--- config.mk ---
export PLATFORM = sky130hd
export DESIGN_NAME = cond_exec_unit
export DESIGN_NICKNAME = d
export VERILOG_FILES = /design/src/rtl/cond_pkg.sv /design/src/rtl/cond_eval.sv /design/src/rtl/cond_exec_unit.sv
export SDC_FILE = /design/constraint.sdc
export NUM_CORES = 1
export LEC_CHECK = 0
export CORE_MARGIN = 5
export CORE_UTILIZATION = 34
export DETAILED_ROUTE_END_ITERATION = 10
export HOLD_SLACK_MARGIN = 0.02
export PLACE_DENSITY = 0.88
export SYNTH_ARGS = -nofsm -noshare
export SYNTH_HDL_FRONTEND = slang
export SYNTH_SLANG_ARGS = --single-unit
--- constraint.sdc ---
create_clock -name clk -period 1.65 [get_ports clk]
set_input_delay 0.165 -clock clk [delete_from_list [all_inputs] [get_ports clk]]
set_output_delay 0.165 -clock clk [all_outputs]
set_load 0.01 [all_outputs]
--- src/rtl/cond_pkg.sv ---
// Shared encodings for the condition-execution unit: condition codes, flag bit
// positions in the status register, and IT sequencer state.
package cond_pkg;

  localparam logic [3:0] COND_EQ = 4'd0;
  localparam logic [3:0] COND_NE = 4'd1;
  localparam logic [3:0] COND_CS = 4'd2;
  localparam logic [3:0] COND_CC = 4'd3;
  localparam logic [3:0] COND_MI = 4'd4;
  localparam logic [3:0] COND_PL = 4'd5;
  localparam logic [3:0] COND_VS = 4'd6;
  localparam logic [3:0] COND_VC = 4'd7;
  localparam logic [3:0] COND_HI = 4'd8;
  localparam logic [3:0] COND_LS = 4'd9;
  localparam logic [3:0] COND_GE = 4'd10;
  localparam logic [3:0] COND_LT = 4'd11;
  localparam logic [3:0] COND_GT = 4'd12;
  localparam logic [3:0] COND_LE = 4'd13;
  localparam logic [3:0] COND_AL = 4'd14;
  localparam logic [3:0] COND_NV = 4'd15;

  localparam int FLAG_Z = 3;
  localparam int FLAG_C = 2;
  localparam int FLAG_N = 1;
  localparam int FLAG_V = 0;

  typedef enum logic {
    IT_IDLE   = 1'b0,
    IT_ACTIVE = 1'b1
  } it_state_t;

  // Inverted form of a condition, used for the else-slots of an IT block.
  function automatic logic [3:0] cond_invert(input logic [3:0] code);
    return code ^ 4'd1;
  endfunction

endpackage

--- src/rtl/cond_eval.sv ---
// Combinational evaluation of one condition code against a {Z,C,N,V} flag set.
// Zero latency; no flow control.
module cond_eval
  import cond_pkg::*;
(
  input  logic [3:0] code,
  input  logic [3:0] flags,
  output logic       pass
);

  logic z, c, n, v;

  assign z = flags[FLAG_Z];
  assign c = flags[FLAG_C];
  assign n = flags[FLAG_N];
  assign v = flags[FLAG_V];

  always_comb begin
    pass = 1'b0;
    case (code)
      COND_EQ: pass = z;
      COND_NE: pass = ~z;
      COND_CS: pass = c;
      COND_CC: pass = ~c;
      COND_MI: pass = n;
      COND_PL: pass = ~n;
      COND_VS: pass = v;
      COND_VC: pass = ~v;
      COND_HI: pass = c & ~z;
      COND_LS: pass = ~c | z;
      COND_GE: pass = (n == v);
      COND_LT: pass = (n != v);
      COND_GT: pass = ~z & (n == v);
      COND_LE: pass = z | (n != v);
      COND_AL: pass = 1'b1;
      default: pass = 1'b0;
    endcase
  end

endmodule

--- src/rtl/cond_exec_unit.sv ---
// Status register, per-lane condition evaluation with 1-cycle registered results,
// and an IT-block sequencer built only when COND_IT_BLOCK_EN is defined. No backpressure.
module cond_exec_unit
  import cond_pkg::*;
#(
  parameter int LANES  = 2,
  parameter int IT_MAX = 4
) (
  input  logic               clk,
  input  logic               rst,
  input  logic               flag_we,
  input  logic [3:0]         flag_mask,
  input  logic [3:0]         flag_in,
  output logic [3:0]         status_out,
  input  logic [LANES-1:0]   ev_valid,
  input  logic [4*LANES-1:0] ev_cond,
  output logic [LANES-1:0]   ev_done,
  output logic [LANES-1:0]   ev_pass,
  input  logic               it_load,
  input  logic [3:0]         it_cond,
  input  logic [1:0]         it_len,
  input  logic [3:0]         it_then,
  output logic               it_active
);

  logic [3:0]         status_q;
  logic [4*LANES-1:0] eff_cond;
  logic [LANES-1:0]   lane_pass;

  always_ff @(posedge clk or posedge rst) begin
    if (rst) begin
      status_q <= 4'b0000;
    end else if (flag_we) begin
      status_q <= (status_q & ~flag_mask) | (flag_in & flag_mask);
    end
  end

  assign status_out = status_q;

  // Lanes always see the pre-write status; a flag write lands one cycle later.
  for (genvar g = 0; g < LANES; g++) begin : g_lane
    cond_eval u_eval (
      .code  (eff_cond[4*g +: 4]),
      .flags (status_q),
      .pass  (lane_pass[g])
    );
  end

`ifdef COND_IT_BLOCK_EN
  localparam int CW = 4;
  localparam int SW = $clog2(IT_MAX);

  it_state_t         it_state;
  logic [CW-1:0]     it_ptr;
  logic [CW-1:0]     it_len_q;
  logic [3:0]        it_cond_q;
  logic [IT_MAX-1:0] it_then_q;
  logic [CW-1:0]     consumed;
  logic [CW-1:0]     slot;
  logic              it_active_q;

  // Slots fill in lane order, so the running count of consumed slots equals
  // the number of valid lanes below i until the block runs out.
  always_comb begin
    eff_cond = ev_cond;
    consumed = '0;
    slot     = '0;
    for (int i = 0; i < LANES; i++) begin
      if (it_state == IT_ACTIVE && ev_valid[i] && (it_ptr + consumed < it_len_q)) begin
        slot = it_ptr + consumed;
        eff_cond[4*i +: 4] = it_then_q[slot[SW-1:0]] ? it_cond_q : cond_invert(it_cond_q);
        consumed = consumed + CW'(1);
      end
    end
  end

  always_ff @(posedge clk or posedge rst) begin
    if (rst) begin
      it_state    <= IT_IDLE;
      it_ptr      <= '0;
      it_len_q    <= '0;
      it_cond_q   <= 4'd0;
      it_then_q   <= '0;
      it_active_q <= 1'b0;
    end else if (it_load) begin
      it_state    <= IT_ACTIVE;
      it_ptr      <= '0;
      it_len_q    <= CW'(it_len) + CW'(1);
      it_cond_q   <= it_cond;
      it_then_q   <= IT_MAX'(it_then);
      it_active_q <= 1'b1;
    end else if (it_state == IT_ACTIVE) begin
      if (it_ptr + consumed >= it_len_q) begin
        it_state    <= IT_IDLE;
        it_ptr      <= '0;
        it_len_q    <= '0;
        it_active_q <= 1'b0;
      end else begin
        it_ptr <= it_ptr + consumed;
      end
    end
  end

  assign it_active = it_active_q;
`else
  logic unused_it;

  assign unused_it = ^{it_load, it_cond, it_len, it_then};
  assign eff_cond  = ev_cond;
  assign it_active = 1'b0;
`endif

  always_ff @(posedge clk or posedge rst) begin
    if (rst) begin
      ev_done <= '0;
      ev_pass <= '0;
    end else begin
      ev_done <= ev_valid;
      ev_pass <= ev_valid & lane_pass;
    end
  end

endmodule

==> reports/qor.yml <==
clocking:
  cts.sinks: 8
  cts_resized: 0
  cts-root-buf: "clkbuf_4"
  clock_latency_ns: 0.25
  cts_tree: "built"
  clockBufferDepth: 2
  clkTransAtPathRegs_ns: 0.05
  cts_made_buffers: 3
  h-tree-depth: 1
  post-cts-setup-buffers: 0
  cts_hold_buf: 0
setup_path:
  cp_num_buf_inv: 1
  cp-start-kind: "register"
  cp_slowest_cell: "clkdlybuf4s50_1"
  path_cells: "clkdlybuf4s50_1"
  crit_family: "buffers and inverters"
  critPathMaxStageDelay_ns: 0.61
  cp_max_fo: 7
  required_ns: 1.48
  worstPathArrival_ns: 1.36
  endpoint_kind: "primary output"
  crit_type: "reg2out"
synth:
  synth_seq_cells: 8
  synth_compound_area_frac: 0.204
  yosysSeqAreaShare: 0.336
  synthCells: 66
  synthFlopType: "dfrtp_1"
  synth_nets: 98
  syn_avg_cell_area_um2: 9.02
  synth-simple-area-share: 0.212
  synthArstFlopShare: 1.00
  synth_top_family_by_area: "simple AND/OR/NAND/NOR gates"
  synthTopCellsByArea: "dfrtp_1 (34%), mux2_2 (7.6%), xnor2_1 (5.9%)"
  netlist_top_cells_count: "dfrtp_1 (8), nand2_1 (6)"
  yosysWarnings: 0
  synth_top_cell_by_area: "dfrtp_1"
  synth_top_area_frac: 0.336
  synthMuxAreaShare: 0.109
  synth_edf_count: 0
  synthAdderAreaFrac: 0
  synth.distinct_cells: 31
  syn-cell-area_um2: 596
  yosys.cell_count.top_type: "dfrtp_1"
  synth_xor_area_frac: 0.0735
flow_run:
  drv_cap: 0
floorplanning:
  ios: 41
  fp.dieW_um: 51.9
  fp.dieH_um: 51.9
  die-area_um2: 2690
  rows: 15
  start_util: 0.353
  core_um2: 1690
sta:
  setup_viol_count_final: 0
  period_minus_slack_ns: 1.52
  hold_viol: 0
  drv_slew: 0
  max_freq_ghz: 0.656
  period_share: 0.924
  fin_hold_ws_ns: 0.153
  rsz0062_at_grt: "false"
  fin_worst_skew_ns: 0.00280
routing:
  via_per_inst: 5.28
  wirelength_um: 1520
  drt-initial-drc-count: 4
  route.detailed.drc: 0
  antenna_left: 0
  wl_per_cell_um: 13.4
  first_pass_iters: 4
  route.vias.total: 602
placed_design:
  io_buffers: 28
  gp_congestion: 0.670
  dp_hpwl_um: 1280
pwr:
  peakVddDrop_mv: 0.398
  pwr-share-clk: 0.222
  p_seq_frac: 0.377
  leakage_nw: 0.404
  sw_frac_of_total: 0.297
  powerDensity_nw_per_um2: 706
  internal_power_w: 0.000461
  p_switching_w: 0.000195
  power_w: 0.000656
  comb_power_share: 0.402
grt:
  grt_antenna_before_repair: 0
  grt_usage: 0.130
  grt-ovfl-total: 0
  grt_max_degree: 10
  grt_pass1_wl_um: 2570
  grt_pass1_vias: 597
finish:
  diodes: 0
  seq_area_um2: 200
  fin_nets: 131
  final_core_util: 0.550
  multi_input_area_um2: 360
  nFillCells: 152
  syn_to_final_growth_pct: 56.1
  layout-drive-gt1-share: 0.155
worst_hold_path:
  min_path_type: "in2async"
outcome:
  status: "complete, no violations"
## cell families after synthesis
kind of cell,after synthesis
flip-flops,8
other,1
multiplexers,6
AO/OA/AOI/OAI,16
buffers and inverters,8
XOR/XNOR,5
AND/OR/NAND/NOR,22
## cell type report
type                            instances  share of cell area
Inverter                                4              0.0162
Timing Repair Buffer                   32               0.334
Multi-Input combinational cell         50               0.388
Tap cell                               17              0.0229
Clock buffer                            3              0.0242
Sequential cell                         8               0.215
## cell usage in the layout, fill, tap and decap left out, drive strengths merged, types with 2 or more instances in the layout
cell type      count
a21oi              2
and3               2
o21ai              4
nand2              6
xnor2              4
mux2i              2
o211a              3
buf                4
mux2               4
clkdlybuf4s50     28
clkbuf             3
nor3               3
nand2b             4
inv                4
dfrtp              8
nor2               2
## path summary, 6_finish.rpt
check,endpoint,slack (ns),depth (start not counted)
setup / recovery,status_out[1],0.13,1
setup reg to reg,ev_pass[0]$_DFF_PP0_,0.15,5
hold / removal,async pin,0.15,2
min in group clk,ev_done[1]$_DFF_PP0_,0.38,1
max in group asynchronous,ev_pass[1]$_DFF_PP0_,1.27,2
hold reg to reg,register,0.67,1
## stage by stage
| step | cell area [um^2] | std cells | worst slack, ns | setup TNS (ns) |
|---|---|---|---|---|
| 6_report | 930 | 114 | 0.126 | 0 |
| 5_1_grt | 930 | 114 | 0.0117 | 0 |
| 4_1_cts | 930 | 114 | 0.119 | 0 |
| 3_5_place_dp | 907 | 111 | -0.0333 | -0.0333 |
| 3_3_place_gp | 907 | 111 | 0.0284 | 0 |
| 2_1_floorplan | 596 | 66 | 0.194 | 0 |
## routing by layer
metal  part of all wire  global-route usage  vias up
li1                   -                   -      302
met1               0.36               0.127      270
met2               0.52               0.236       26
met3               0.10              0.0630        4
met5                  0                   0        -
met4              0.012              0.0393        0
## power by group through the flow
stage                     combinational [W]  clock [W]  sequential [W]
after CTS                          0.000266   0.000151        0.000247
after detailed placement           0.000264          0        0.000249
after global routing               0.000287   0.000155        0.000251
after global placement             0.000257          0        0.000249
after floorplan                    0.000127          0        0.000254
final                              0.000263   0.000145        0.000247
Power figures use the tool's default switching activity.
